## config.mk

```make
export PLATFORM = sky130hd
export DESIGN_NAME = seg_meter
export DESIGN_NICKNAME = d
export VERILOG_FILES = /design/src/rtl/seg_meter.sv
export SDC_FILE = /design/constraint.sdc
export NUM_CORES = 1
export LEC_CHECK = 0
export BUFFER_PORTS_ARGS = -buffer_cell sky130_fd_sc_hd__buf_4
export CAP_MARGIN = 15
export CORE_ASPECT_RATIO = 0.8
export CORE_MARGIN = 8
export CORE_UTILIZATION = 44
export DETAILED_ROUTE_END_ITERATION = 6
export PLACE_DENSITY = 0.64
export RECOVER_POWER = 50
export SETUP_SLACK_MARGIN = 0.05
export SLEW_MARGIN = 20
export SYNTH_ARGS = -nofsm -noshare
export SYNTH_HDL_FRONTEND = slang
export SYNTH_SLANG_ARGS = --single-unit
export TNS_END_PERCENT = 5
```

## constraint.sdc

```tcl
create_clock -name clk -period 11.3 [get_ports clk]
set_input_delay 1.695 -clock clk [delete_from_list [all_inputs] [get_ports clk]]
set_output_delay 1.695 -clock clk [all_outputs]
set_load 0.02 [all_outputs]
```

## src/rtl/seg_meter.sv

```systemverilog
// seg_meter: edge/duty meter over a gate of sample words, with a serial
// 7-segment readout through a 74HC595-style chain (ds/shclk/stclk),
// a debounced page key, a hold key and sticky saturation flags.
module seg_meter #(
   parameter int W      = 32,
   parameter int GATE   = 31_250_000,
   parameter int CW     = 32,
   parameter int DIGITS = 8,
   parameter int DIV    = 1,
   parameter int DEB    = 1_000_000
) (
   input  logic          clk,
   input  logic          rst,
   input  logic          smp_vld,
   input  logic [W-1:0]  smp,
   input  logic          key0,
   input  logic          key1,
   output logic [CW-1:0] freq,
   output logic [CW-1:0] duty,
   output logic          meas_done,
   output logic          ds,
   output logic          shclk,
   output logic          stclk,
   output logic [3:0]    led
);

   localparam int EW  = $clog2(W + 1);
   localparam int GW  = $clog2(GATE + 1);
   localparam int DBW = $clog2(DEB + 1);
   localparam int DVW = $clog2(DIV + 1);
   localparam int SW  = (CW > 32) ? CW : 32;

   logic [CW-1:0] facc, dacc, hf, hd;
   logic [GW-1:0] gcnt;
   logic          prev_msb, have_prev, ovf_f, ovf_d, hold;
   logic [1:0]    page;
   logic [W-1:0]  edg;
   logic [EW-1:0] e, o;
   logic [CW:0]   fsum, dsum;
   logic [CW-1:0] fsat, dsat;

   // per-word edge and high-bit counts; the very first word after reset has
   // no predecessor, so its bit 0 is not compared against anything
   always_comb begin
      edg = smp ^ {smp[W-2:0], have_prev ? prev_msb : smp[0]};
      e   = '0;
      o   = '0;
      for (int i = 0; i < W; i++) begin
         e = e + EW'(edg[i]);
         o = o + EW'(smp[i]);
      end
      fsum = {1'b0, facc} + (CW+1)'(e);
      dsum = {1'b0, dacc} + (CW+1)'(o);
      fsat = fsum[CW] ? {CW{1'b1}} : fsum[CW-1:0];
      dsat = dsum[CW] ? {CW{1'b1}} : dsum[CW-1:0];
   end

   // window accumulation, result latch and sticky overflow flags
   always_ff @(posedge clk or posedge rst) begin
      if (rst) begin
         facc      <= '0;
         dacc      <= '0;
         gcnt      <= '0;
         prev_msb  <= 1'b0;
         have_prev <= 1'b0;
         freq      <= '0;
         duty      <= '0;
         meas_done <= 1'b0;
         ovf_f     <= 1'b0;
         ovf_d     <= 1'b0;
      end else begin
         meas_done <= 1'b0;
         if (smp_vld) begin
            prev_msb  <= smp[W-1];
            have_prev <= 1'b1;
            if (fsum[CW]) ovf_f <= 1'b1;
            if (dsum[CW]) ovf_d <= 1'b1;
            if (gcnt == GW'(GATE - 1)) begin
               freq      <= fsat;
               duty      <= dsat;
               facc      <= '0;
               dacc      <= '0;
               gcnt      <= '0;
               meas_done <= 1'b1;
            end else begin
               facc <= fsat;
               dacc <= dsat;
               gcnt <= gcnt + 1'b1;
            end
         end
      end
   end

   logic [1:0]     k_s1, k_s2, k_lvl, k_ev;
   logic [DBW-1:0] k_cnt [2];

   // a key event is the sample that completes a stable run of DEB lows
   always_comb begin
      for (int i = 0; i < 2; i++)
         k_ev[i] = k_lvl[i] & ~k_s2[i] & (k_cnt[i] == DBW'(DEB - 1));
   end

   // key synchronizers and debounce run counters (keys idle high)
   always_ff @(posedge clk or posedge rst) begin
      if (rst) begin
         k_s1  <= 2'b11;
         k_s2  <= 2'b11;
         k_lvl <= 2'b11;
         for (int i = 0; i < 2; i++) k_cnt[i] <= '0;
      end else begin
         k_s1 <= {key1, key0};
         k_s2 <= k_s1;
         for (int i = 0; i < 2; i++) begin
            if (k_s2[i] == k_lvl[i]) begin
               k_cnt[i] <= '0;
            end else if (k_cnt[i] == DBW'(DEB - 1)) begin
               k_lvl[i] <= k_s2[i];
               k_cnt[i] <= '0;
            end else begin
               k_cnt[i] <= k_cnt[i] + 1'b1;
            end
         end
      end
   end

   // page rotation and hold toggle with snapshot of the displayed values
   always_ff @(posedge clk or posedge rst) begin
      if (rst) begin
         page <= 2'd0;
         hold <= 1'b0;
         hf   <= '0;
         hd   <= '0;
      end else begin
         if (k_ev[0]) page <= (page == 2'd2) ? 2'd0 : page + 2'd1;
         if (k_ev[1]) begin
            hold <= ~hold;
            if (!hold) begin
               hf <= freq;
               hd <= duty;
            end
         end
      end
   end

   assign led = {ovf_d, hold, page};

   logic [SW-1:0] src;
   logic [2:0]    dig;
   logic [3:0]    nib;
   logic [7:0]    seg;
   logic [15:0]   nframe;

   // next frame contents: digit select plus active-low segment pattern
   always_comb begin
      case (page)
         2'd0:    src = SW'(hold ? hf : freq);
         2'd1:    src = SW'(hold ? hd : duty);
         default: src = SW'({ovf_d, ovf_f});
      endcase
      nib = src[{dig, 2'b00} +: 4];
      case (nib)
         4'h0: seg = 8'h03;  4'h1: seg = 8'h9F;  4'h2: seg = 8'h25;  4'h3: seg = 8'h0D;
         4'h4: seg = 8'h99;  4'h5: seg = 8'h49;  4'h6: seg = 8'h41;  4'h7: seg = 8'h1F;
         4'h8: seg = 8'h01;  4'h9: seg = 8'h09;  4'hA: seg = 8'h11;  4'hB: seg = 8'hC1;
         4'hC: seg = 8'h63;  4'hD: seg = 8'h85;  4'hE: seg = 8'h61;  default: seg = 8'h71;
      endcase
      nframe = {8'h80 >> dig, seg};
   end

   logic [5:0]     step;
   logic [DVW-1:0] divc;
   logic [14:0]    sreg;

   // serializer: steps 0..31 are bit low/high halves, 32 latch, 33 idle;
   // each step lasts DIV cycles and the frame is captured at step 0
   always_ff @(posedge clk or posedge rst) begin
      if (rst) begin
         step  <= 6'd33;
         divc  <= '0;
         sreg  <= '0;
         dig   <= '0;
         ds    <= 1'b0;
         shclk <= 1'b0;
         stclk <= 1'b0;
      end else if (divc != '0) begin
         divc <= divc - 1'b1;
      end else begin
         divc <= DVW'(DIV - 1);
         if (step == 6'd33) begin
            step  <= 6'd0;
            ds    <= nframe[0];
            sreg  <= nframe[15:1];
            shclk <= 1'b0;
            stclk <= 1'b0;
            dig   <= (dig == 3'(DIGITS - 1)) ? 3'd0 : dig + 3'd1;
         end else begin
            step <= step + 6'd1;
            if (step == 6'd31) begin
               shclk <= 1'b0;
               stclk <= 1'b1;
            end else if (step == 6'd32) begin
               stclk <= 1'b0;
            end else if (step[0]) begin
               ds    <= sreg[0];
               sreg  <= sreg >> 1;
               shclk <= 1'b0;
            end else begin
               shclk <= 1'b1;
            end
         end
      end
   end

endmodule

```

# Yosys cells after proc, flatten, opt, wreduce, memory -nomap -nowiden
# Memories as Yosys holds them, arrays and structs flattened.
# Cells that the tools add are included.
[totals] wordCells=172 output_inout_bits=72 in_bits=37 mem_count=1 mem_bits_ro=112 ff_bits=299
[mem_list] name="(name not given)" words=16 width=7 read_ports=1 rd_clocked_by_memory_dff=0 write_ports=0 line_no="161" source="case (nib)"
[classes] n_addsub=71 muxes=34 reduce_logical=12 n_shift=2 n_eq_ne=14 bitwise_logic=11
[ops] operator="$add A6 B1 Y6" count=52
[ops] operator="$mux W32" count=6
[ops] operator="$mux W20" count=4
[ops] operator="$add A32 B6 Y33" count=2
[ops] operator="$pmux W32 S2" count=1
[ops] operator="$mux W15" count=4
[ops] operator="$add A20 B1 Y20 const B" count=2
[ops] operator="$eq A20 B20 Y1 const B" count=2
[ops] operator="$shiftx A32 B6 Y4" count=1
[ops] operator="$xor A32 B32 Y32" count=1
[ops] operator="$add A25 B1 Y25 const B" count=1
[ops] operator="$eq A25 B25 Y1 const B" count=1
[ops] operator="$mux W25" count=1
[ops] operator="$reduce_and A2 Y1" count=8
[ops] operator="$mux W1" count=15
[ops] operator="$add A5 B1 Y6" count=2
[ops] operator="$eq A6 B6 Y1 const B" count=2
[ops] operator="$add A4 B1 Y5" count=2
[ops] operator="$add A3 B1 Y4" count=2
[ops] operator="$shr A8 B3 Y8 const A" count=1
[ops] operator="$add A2 B1 Y3" count=2
[ops] operator="$add A6 B1 Y6 const B" count=1
[ops] operator="$eq A6 B5 Y1 const B" count=1
[ops] operator="$mux W6" count=1
[ops] operator="other kinds (18)" count=29

# Longest topological paths before layout
# Gate-level depths: netlist (run 1).
[logic_depth] depth_word=36 depth_mapped=21 depth_no_buf=20

# Worst setup path before layout (run 1)
# No wires, ideal clock.
[synth_path] kind="input -> register" from="in smp[0]" to="reg freq[10]" path_slack_ns=3.905 stages=19 setup_ns=0.137 t_arrival_ns=7.258 n_path_buf=1 t_required_ns=11.163 cell_sequence="xor2_1 > and2_1 > fa_1 > fa_1 > fa_1 > fa_1 > inv_1 > fa_1 > fa_1 > fa_1 > inv_1 > fa_1 > a21o_1 > a21oi_1 > o21a_1 > nor4_4 > nor2_1 > clkbuf_1 > a21oi_1"
[synth_via] elab_chain_cells=35
[synth_rtl] element="start, declared" line_no="15" source="input logic [W-1:0] smp,"
[synth_rtl] element="$mux W1" line_no="45" source="edg = smp ^ {smp[W-2:0], have_prev ? prev_msb : smp[0]};"
[synth_rtl] element="$xor A32 B32 Y32 (*)" line_no="45"
[synth_rtl] element="$add A1 B1 Y2 (*)" line_no="49" source="e = e + EW'(edg[i]);"
[synth_rtl] element="$add A2 B1 Y3 (*)" line_no="49"
[synth_rtl] element="$add A3 B1 Y4 (*)" line_no="49"
[synth_rtl] element="$add A4 B1 Y5 (*)" line_no="49"
[synth_rtl] element="$add A5 B1 Y6 (*)" line_no="49"
[synth_rtl] element="$add A6 B1 Y6 (*) (26 in series)" line_no="49"
[synth_rtl] element="$add A32 B6 Y33 (*)" line_no="52" source="fsum = {1'b0, facc} + (CW+1)'(e);"
[synth_rtl] element="$mux W32 (*)" line_no="54" source="fsat = fsum[CW] ? {CW{1'b1}} : fsum[CW-1:0];"
[synth_rtl] element="end signal, assigned" line_no="79" source="freq <= fsat;"
[synth_rtl] element="end, declared" line_no="18" source="output logic [CW-1:0] freq,"
# Mark *: on every way between the ends. The rest lies on a longest branch, timed or not.
# A chain may end at the register's enable or synchronous reset.

# Worst setup path in the final report (run 1)
[layout_path] from="in smp[0]" to="reg freq[12]"
# The elaborated chain is that of the path after synthesis.

==> results of run 1 <==
[worst max path at each step]
stage                                      end  cells past startpoint
after global placement     freq[7]$_DFFE_PP0P_                     20
final                     freq[12]$_DFFE_PP0P_                     20
after detailed placement  freq[11]$_DFFE_PP0P_                     20
after CTS                 freq[12]$_DFFE_PP0P_                     20
after floorplan            dacc[0]$_DFFE_PP0P_                      1
after global routing      freq[12]$_DFFE_PP0P_                     20
[per-layer routing]
metal / global-route usage (%) / wire, um / vias to the layer above
met1: 30.29 / 22210 / 6833
met5: 0 / 0 / -
met2: 31.19 / 21870 / 425
li1: - / - / 6485
met4: 4.583 / 859 / 0
met3: 3.733 / 3059 / 64
[worst max-delay path: cells and delay by family]
| family | cells | cell delay (ns) |
|---|---|---|
| AO/OA/AOI/OAI | 4 | 1.13 |
| AND/OR/NAND/NOR | 3 | 1.10 |
| buffers and inverters | 4 | 0.46 |
| XOR/XNOR | 1 | 0.15 |
| adder cells (fa/ha/maj) | 8 | 3.75 |
[through the flow]
stage,cells,hold slack [ns],util [%],power [mW],instance area [um^2]
2_1_floorplan,1844,0.3452,-,3.195,17550
3_3_place_gp,2406,0.3501,47.72,3.870,18780
3_5_place_dp,2406,0.3510,47.73,3.919,18790
4_1_cts,2469,0.3592,50.93,5.186,20050
5_1_grt,2469,0.3596,50.39,5.642,19840
6_report,2469,0.3570,50.39,5.223,19840
[sequential cells by signal (all words and copies together), names as in the netlist, 25 cells and up]
name and flops:
hf 32, gcnt 25, duty 32, facc 32, k_cnt 40, freq 32
hd 32, dacc 32
[report_power, final]
group	internal, mW	total (mW)	leakage [nW]	switching [mW]
Combinational	1.01	2.80	4.40	1.79
Clock	0.782	1.25	0.610	0.464
Sequential	1.13	1.18	4.02	0.0493
[logic make-up after synthesis]
group,Yosys count,synth area share [%]
AND/OR/NAND/NOR,710,18.60
AO/OA/AOI/OAI,332,12.27
flip-flops,298,42.54
buffers and inverters,204,4.719
XOR/XNOR,132,6.586
adder cells (fa/ha/maj),103,9.566
multiplexers,65,5.717
[layout by cell type, fill, tap and decap left out, types with 36 or more instances in the layout]
cell type  instances
fa_1              52
a21oi_1          102
xor2_1            47
nor3_1            37
buf_4             64
clkbuf_16         36
ha_1              51
nand2_1          322
dfrtp_1          288
xnor2_1           85
nor2_1           143
clkbuf_1          66
nand3_1           58
o21ai_0           66
inv_1            102
[cell type report]
class | instances | area share, %
inverters | 106 | 2.012
multi-input cells | 1342 | 46.90
clock buffers | 51 | 5.078
flip-flops and latches | 298 | 37.66
clock inverters | 12 | 1.274
repair buffers | 124 | 3.696
well taps | 536 | 3.381
==> results.py, run 1 <==
metrics = {
    "yosys": {
        "async_flop_share_pct": 100.0,
        "syn_area_um2": 17550,
        "synthCells": 1844,
        "ys_ff_latch": 298,
        "synth_seq_area_share_pct": 42.54,
        "yosysTopAreaCell": "dfrtp_1",
        "synthDistinctLibCells": 76,
        "netlist_top_cells_area": "dfrtp_1 41%, nand2_1 6.9%, fa_1 5.9%, xnor2_1 4.2%, ha_1 3.6%",
        "ys_top_cells_by_count": "322 x nand2_1, 290 x dfrtp_1, 145 x nor2_1",
        "synth_edf_count": 0,
        "synthMostInstantiatedCell": "nand2_1",
        "yosysTopAreaCellShare_pct": 41.34,
        "synth_ff_type": "dfrtp_1",
        "yosys_warnings": 0,
        "syn-num-nets": 1984,
        "syn_avg_cell_area_um2": 9.519,
    },
    "drt": {
        "drc": 0,
        "via_count": 13807,
        "wl_um": 48000,
        "dr.pass1.iters": 5,
        "ant_nets": 0,
        "avgViaCountPerCell": 5.592,
        "wire_per_inst_um": 19.44,
        "drt-initial-drc-count": 1352,
    },
    "clocking": {
        "cts_tree": "built",
        "postCtsResizedCells": 0,
        "clock_sink_count": 298,
        "htree_levels": 2,
        "ctsLongestPathBuffers": 3,
        "path_clk_slew_ns": 0.06,
        "cts_setup_buffers": 0,
        "numCtsBuffers": 35,
        "clk-insertion-delay-late_ns": 0.53,
        "cts-root-buf": "clkbuf_16",
        "hold_buffers": 0,
    },
    "layout": {
        "area_delta_synth_final_pct": 13.00,
        "drive_gt1_share_pct": 10.61,
        "final_net_count": 2047,
        "antennaDiodeCount": 0,
        "multi_input_area_um2": 9303,
        "regArea_um2": 7470,
        "final.fill_count": 3644,
    },
    "timing": {
        "rsz0062_at_grt": "no",
        "setup_viol": 0,
        "period_needed_ns": 7.927,
        "max_freq_mhz": 126.1,
        "finClkSkew_ns": 0.01283,
        "relSlewSlack_pct": -315.6,
        "setup_slack_ns": 3.373,
        "worst_pin_slew_ns": 6.201,
        "hold_viol": 0,
        "final_max_slew_viol_count": 313,
        "period_share_pct": 70.15,
        "tns_ns": 0,
    },
    "placement": {
        "place_ws_ns": 2.916,
        "port_buffers": 108,
        "place_congestion": 0.9358,
        "hpwlAfterDp_um": 34420,
    },
    "global_routing": {
        "grt.total_usage_pct": 20.56,
        "grt_pass1_vias": 13584,
        "antenna_found_initial": 0,
        "grt_max_degree": 161,
        "grt_pass1_wl_um": 77560,
        "overflow": 0,
    },
    "min_path": {
        "hp-start": "k_s1[1]$_DFF_PP1_",
        "holdCritPathClass": "reg -> reg",
        "hold_depth": 0,
        "min_to": "k_s2[1]$_DFF_PP1_",
    },
    "job": {
        "maxCapViolations": 4,
    },
    "outcome": {
        "violations": "max-capacitance violations, max-slew violations",
        "status": "complete, but fails checks",
    },
    "worst_setup_path": {
        "r2r_start": "prev_msb$_DFFE_PP0P_",
        "required_ns": 11.64,
        "worstSetupPathType": "in -> reg",
        "ff2ff_path_depth": 19,
        "cpPeakStageDelay_ns": 0.80,
        "cp-start-kind": "input port",
        "regToRegSetupSlack_ns": 4.29,
        "critPathLaunch": "smp[0]",
        "worstReg2RegEnd": "freq[12]$_DFFE_PP0P_",
        "slowest_stage": "nor2_1",
        "cp-end-kind": "flip-flop",
        "worstPathArrival_ns": 8.27,
        "cpMostUsedCell": "fa_1",
        "cp_cell_sequence": "buf_4 > xor2_1 > and2_1 > fa_1 > fa_1 > fa_1 > fa_1 > inv_1 > fa_1 > fa_1 > fa_1 > inv_1 > fa_1 > a21o_1 > a21oi_1 > o21a_1 > nor4_4 > buf_4 > nor2_1 > a21oi_1",
        "path_max_fanout": 16,
    },
    "floorplanning": {
        "start_util_pct": 44.59,
        "die_area_um2": 46580,
        "row_count": 65,
        "pin_count": 109,
        "core-area_um2": 39360,
        "die_width_um": 239.3,
        "die_y_um": 194.6,
    },
    "pwr": {
        "leakage_nw": 9.027,
        "p_per_area_nw_per_um2": 263.3,
        "ir_worst_vdd_uv": 367.8,
    },
}
(Power assumes the default switching activity.)
==> inputs of run 2 (changes only) <==
ABC_AREA = 1   (was default)
clock period = 8.1 ns   (was 11.3 ns; I/O delays follow)
==> results.py, run 2 <==
metrics = {
    "yosys": {
        "synth_ff_type": "dfrtp_1",
        "synthAdderAreaFrac_pct": 9.010,
        "netlist_top_cells_area": "dfrtp_1 39%, nand2_1 15%, inv_1 6.3%, fa_1 5.6%, nand3_1 5.2%",
        "synth_top_family_by_area": "simple AND/OR/NAND/NOR gates",
        "syn_area_um2": 18640,
        "yosysTopAreaCellShare_pct": 38.94,
        "synth-simple-area-share_pct": 29.73,
        "ys_top_cells_by_count": "756 x nand2_1, 314 x inv_1, 290 x dfrtp_1",
        "async_flop_share_pct": 100.0,
        "synthCells": 2427,
        "syn_avg_cell_area_um2": 7.678,
        "syn-num-nets": 2567,
        "synth_xor_area_share_pct": 2.867,
        "yosys_warnings": 0,
        "ys_ff_latch": 298,
        "synth_edf_count": 0,
        "synth-compound-area-share_pct": 8.648,
        "synthDistinctLibCells": 61,
        "synthMostInstantiatedCell": "nand2_1",
        "yosysTopAreaCell": "dfrtp_1",
        "synth_mux_area_share_pct": 0.1209,
        "synth_seq_area_share_pct": 40.07,
    },
    "clocking": {
        "path_clk_slew_ns": 0.06,
        "htree_levels": 2,
        "cts_tree": "built",
        "clock_sink_count": 298,
        "cts-root-buf": "clkbuf_16",
        "ctsLongestPathBuffers": 3,
        "clk-insertion-delay-late_ns": 0.53,
        "numCtsBuffers": 35,
        "hold_buffers": 0,
        "cts_setup_buffers": 0,
        "postCtsResizedCells": 0,
    },
    "drt": {
        "via_count": 16213,
        "avgViaCountPerCell": 5.267,
        "ant_nets": 0,
        "wire_per_inst_um": 16.72,
        "dr.pass1.iters": 7,
        "drt-initial-drc-count": 1509,
        "wl_um": 51470,
        "drc": 1,
    },
    "timing": {
        "period_share_pct": 83.30,
        "final_max_slew_viol_count": 182,
        "setup_slack_ns": 1.353,
        "setup_viol": 0,
        "hold_viol": 0,
        "worst_pin_slew_ns": 3.113,
        "period_needed_ns": 6.747,
        "rsz0062_at_grt": "no",
        "finClkSkew_ns": 0.02792,
        "relSlewSlack_pct": -107.5,
        "tns_ns": 0,
        "max_freq_mhz": 148.2,
    },
    "worst_setup_path": {
        "required_ns": 8.35,
        "cp_cell_sequence": "buf_4 > o21ai_0 > a21oi_1 > fa_1 > fa_1 > fa_1 > fa_1 > inv_1 > fa_1 > fa_1 > fa_1 > inv_1 > fa_1 > nand3_1 > nand3_2 > a21oi_2 > o21ai_1 > buf_4 > nand3_1 > buf_4 > nand3_1 > nand2_1 > o21ai_0",
        "worstSetupPathType": "in -> reg",
        "cp-start-kind": "input port",
        "cpMostUsedCell": "fa_1",
        "worstPathArrival_ns": 7.00,
        "slowest_stage": "fa_1",
        "path_max_fanout": 20,
        "cp-end-kind": "flip-flop",
        "cpPeakStageDelay_ns": 0.58,
    },
    "layout": {
        "layout_commonest_cell": "nand2_1",
        "antennaDiodeCount": 0,
        "area_delta_synth_final_pct": 9.991,
        "drive_gt1_share_pct": 7.086,
        "layout_common_cells": "756 x nand2_1, 313 x inv_1, 289 x dfrtp_1, 196 x nand3_1, 182 x o21ai_0",
        "top_register": "k_cnt",
        "largest_reg_flops": 40,
        "final_net_count": 2642,
    },
    "placement": {
        "port_buffers": 108,
        "hpwlAfterDp_um": 37690,
        "place_ws_ns": 0.9131,
        "place_congestion": 0.9364,
    },
    "floorplanning": {
        "row_count": 67,
        "start_util_pct": 44.55,
        "die_y_um": 200.1,
        "pin_count": 109,
        "die_width_um": 246.1,
        "core-area_um2": 41830,
        "die_area_um2": 49240,
    },
    "global_routing": {
        "grt_max_degree": 168,
        "grt_pass1_wl_um": 84840,
        "overflow": 0,
        "antenna_found_initial": 1,
        "grt.total_usage_pct": 21.16,
        "grt_pass1_vias": 15856,
    },
    "job": {
        "maxCapViolations": 4,
    },
    "outcome": {
        "violations": "design-rule violations, max-capacitance violations, max-slew violations",
        "status": "complete, but fails checks",
    },
    "pwr": {
        "p_per_area_nw_per_um2": 345.0,
        "ir_worst_vdd_uv": 539.7,
        "leakage_nw": 10.06,
    },
    "min_path": {
        "holdCritPathClass": "reg -> reg",
    },
}
==> run 2: cell count changes in the layout (fill, tap and decap cells not counted), sizes merged, moves of 21 or more <==
cell	before	now
xnor2	85	27
o21a	23	2
mux4	27	0
nand3	58	211
o21ai	70	202
and3	29	5
mux2i	26	0
nand2	322	767
a21oi	107	48
inv	105	317
==> run 2: critical path: cells and delay by family <==
family | cells | cell delay, ns
buf+inv | 5 | 0.73
simple gates | 5 | 0.55
compound gates | 5 | 0.71
fa+ha+maj | 8 | 3.79
==> run 2: layout make-up <==
type                            instances  area, um^2
Fill cell                            4094       21330
Multi-Input combinational cell       1722        9363
Sequential cell                       298        7468
Inverter                              324        1219
Clock buffer                           53        1013
Tap cell                              552       690.7
Timing Repair Buffer                  121       646.9
Clock inverter                          8       96.34
==> run 2: metrics by stage <==
stage                     hold WS (ns)  power [mW]  utilization [%]  instances  instance area, um^2
after CTS                       0.3565       7.138            49.73       3078                20800
after global placement          0.3456       5.469            47.08       3017                19690
after floorplan                 0.3452       4.673                -       2427                18640
after detailed placement        0.3482       5.542            47.08       3017                19690
final                           0.3551       7.071            49.00       3078                20500
after global routing            0.3601       7.765            49.00       3078                20500
==> run 2: kinds of logic after synthesis <==
family / Yosys count
DFF: 298
AOI/OAI and AO/OA: 293
and+or+nand+nor: 1263
buffers and inverters: 407
muxes: 2
xor gates and xnor gates: 61
adders and majority gates: 103
==> run 2: worst paths after layout <==
check / to / slack (ns) / depth (start not counted) / startpoint
max: facc[11]$_DFFE_PP0P_ / 1.35 / 23 / smp[0]
min: k_s2[1]$_DFF_PP1_ / 0.36 / 0 / k_s1[1]$_DFF_PP1_
max reg2reg: facc[11]$_DFFE_PP0P_ / 1.72 / 22 / prev_msb$_DFFE_PP0P_
min reg2reg: k_s2[1]$_DFF_PP1_ / 0.36 / 0 / k_s1[1]$_DFF_PP1_
max in group asynchronous: facc[15]$_DFFE_PP0P_ / 3.87 / 4 / rst
min in group asynchronous: step[4]$_DFF_PP0_ / 1.89 / 3 / rst
==> run 2: layer usage <==
layer / vias to the layer above / GRT usage (%) / wire length (um)
met5: - / 0 / 12
met4: 2 / 5.127 / 1031
met3: 67 / 3.710 / 3802
met2: 501 / 32.00 / 22080
met1: 7763 / 31.27 / 24540
li1: 7880 / - / -
==> run 2: power by group <==
group	switching, mW	internal [mW]
registers	0.0960	1.61
clock network	0.638	0.926
logic	2.36	1.44
==> inputs of run 3 (changes only) <==
clock period = 6.9 ns   (was 8.1 ns; I/O delays follow)
==> results.py, run 3 (synthesis gave the netlist of run 2 again) <==
metrics = {
    "placement": {
        "place_ws_ns": 0.1055,
        "place_congestion": 0.9545,
        "port_buffers": 108,
        "place_area_um2": 19760,
        "hpwlAfterDp_um": 38700,
    },
    "pwr": {
        "leakage_nw": 10.12,
        "ir_worst_vdd_uv": 664.0,
        "p_per_area_nw_per_um2": 414.0,
    },
    "clocking": {
        "ctsLongestPathBuffers": 3,
        "clk-insertion-delay-late_ns": 0.52,
        "htree_levels": 2,
        "clock_sink_count": 298,
        "hold_buffers": 0,
        "cts_setup_buffers": 0,
        "cts_tree": "built",
        "postCtsResizedCells": 0,
        "cts-root-buf": "clkbuf_16",
        "path_clk_slew_ns": 0.06,
        "numCtsBuffers": 35,
    },
    "worst_setup_path": {
        "worstPathArrival_ns": 6.63,
        "path_max_fanout": 4,
        "worstSetupPathType": "in -> reg",
        "cp-start-kind": "input port",
        "required_ns": 7.15,
        "ff2ff_path_depth": 24,
        "cp-end-kind": "flip-flop",
    },
    "drt": {
        "drt-initial-drc-count": 1255,
        "drc": 0,
        "avgViaCountPerCell": 5.242,
        "ant_nets": 0,
        "dr.pass1.iters": 5,
        "wl_um": 51920,
        "via_count": 16177,
        "wire_per_inst_um": 16.82,
    },
    "layout": {
        "multi_input_area_um2": 9368,
        "layout_common_cells": "756 x nand2_1, 313 x inv_1, 289 x dfrtp_1, 195 x nand3_1, 182 x o21ai_0",
        "area_delta_synth_final_pct": 10.47,
        "final.fill_count": 4142,
        "drive_gt1_share_pct": 7.735,
        "regArea_um2": 7468,
        "antennaDiodeCount": 0,
        "fin_area_um2": 20590,
        "final_net_count": 2649,
        "largest_reg_flops": 40,
        "top_register": "k_cnt",
        "layout_commonest_cell": "nand2_1",
    },
    "timing": {
        "period_share_pct": 92.42,
        "tns_ns": 0,
        "max_freq_mhz": 156.8,
        "finClkSkew_ns": 0.01995,
        "setup_viol": 0,
        "setup_slack_ns": 0.5231,
        "period_needed_ns": 6.377,
        "final_max_slew_viol_count": 400,
        "hold_viol": 0,
        "relSlewSlack_pct": -176.8,
        "rsz0062_at_grt": "no",
        "worst_pin_slew_ns": 4.152,
    },
    "global_routing": {
        "grt.total_usage_pct": 21.22,
        "antenna_found_initial": 1,
        "grt_pass1_vias": 15785,
        "overflow": 0,
        "grt_max_degree": 165,
        "grt_pass1_wl_um": 84770,
    },
    "outcome": {
        "violations": "max-capacitance violations, max-slew violations",
        "status": "complete, but fails checks",
    },
    "floorplanning": {
        "row_count": 67,
        "die_area_um2": 49240,
        "pin_count": 109,
        "core-area_um2": 41830,
        "die_y_um": 200.1,
        "start_util_pct": 44.55,
        "die_width_um": 246.1,
    },
    "min_path": {
        "holdCritPathClass": "reg -> reg",
        "hold_depth": 0,
    },
    "job": {
        "maxCapViolations": 6,
    },
}
==> run 3: cell types whose count changed in the layout (fill, tap and decap cells not counted), sizes merged <==
cell | previous run | this run
clkbuf | 129 | 122
buf | 45 | 54
clkinv | 11 | 18
bufinv | 2 | 1
==> run 3: final timing paths <==
| check | start | to | slack, ns |
|---|---|---|---|
| min in group asynchronous | rst | stclk$_DFFE_PP0P_ | 0.89 |
| setup reg to reg | prev_msb$_DFFE_PP0P_ | facc[30]$_DFFE_PP0P_ | 0.76 |
| hold / removal | k_s1[0]$_DFF_PP1_ | k_s2[0]$_DFF_PP1_ | 0.35 |
| hold reg to reg | k_s1[0]$_DFF_PP1_ | k_s2[0]$_DFF_PP1_ | 0.35 |
| setup / recovery | smp[0] | facc[30]$_DFFE_PP0P_ | 0.52 |
| max in group asynchronous | rst | gcnt[18]$_DFFE_PP0P_ | 1.35 |
==> run 3: final cells by class <==
cell class	instances	share of cell area [%]
clock buffers	48	4.941
clock inverters	14	0.5652
inverters	324	5.920
multi-input cells	1722	45.50
flip-flops and latches	298	36.28
well taps	552	3.355
repair buffers	128	3.440
==> run 3: stage by stage <==
stage / power, mW / hold WS (ns) / cells / util, %
after floorplan: 5.486 / 0.3452 / 2427 / -
after global placement: 6.621 / 0.3453 / 3024 / 47.23
after detailed placement: 6.685 / 0.3473 / 3024 / 47.23
after CTS: 8.570 / 0.3558 / 3086 / 49.94
after global routing: 9.321 / 0.3517 / 3086 / 49.21
final: 8.524 / 0.3547 / 3086 / 49.21
==> run 3: layer usage <==
metal | part of all wire, % | GRT usage (%) | vias up
met4 | 2.0 | 4.667 | 0
met5 | 0 | 0 | -
met3 | 6.4 | 3.883 | 76
met1 | 48 | 31.03 | 7803
li1 | - | - | 7899
met2 | 43 | 32.59 | 399
==> run 3: worst max-delay path, cell delays in order <==
cell and delay (ns):
buf_4 0.13, o21ai_0 0.18, a21oi_1 0.09, fa_1 0.49, fa_1 0.55, fa_1 0.53
fa_1 0.55, inv_1 0.06, fa_1 0.50, fa_1 0.52, fa_1 0.46, inv_1 0.11
fa_1 0.19, nand3_1 0.11, nand3_2 0.10, a21oi_2 0.07, o21ai_1 0.21, buf_4 0.17
nand2_2 0.09, nor2_4 0.13, nand2_1 0.06, nand2_1 0.07, nand3_1 0.08, nand2_1 0.06
o21ai_0 0.09
==> run 3: power breakdown <==
part | switching (mW) | internal, mW | total, mW
clock network | 0.762 | 1.08 | 1.84
logic | 2.87 | 1.82 | 4.68
registers | 0.113 | 1.89 | 2.00
total | 3.74 | 4.78 | 8.52
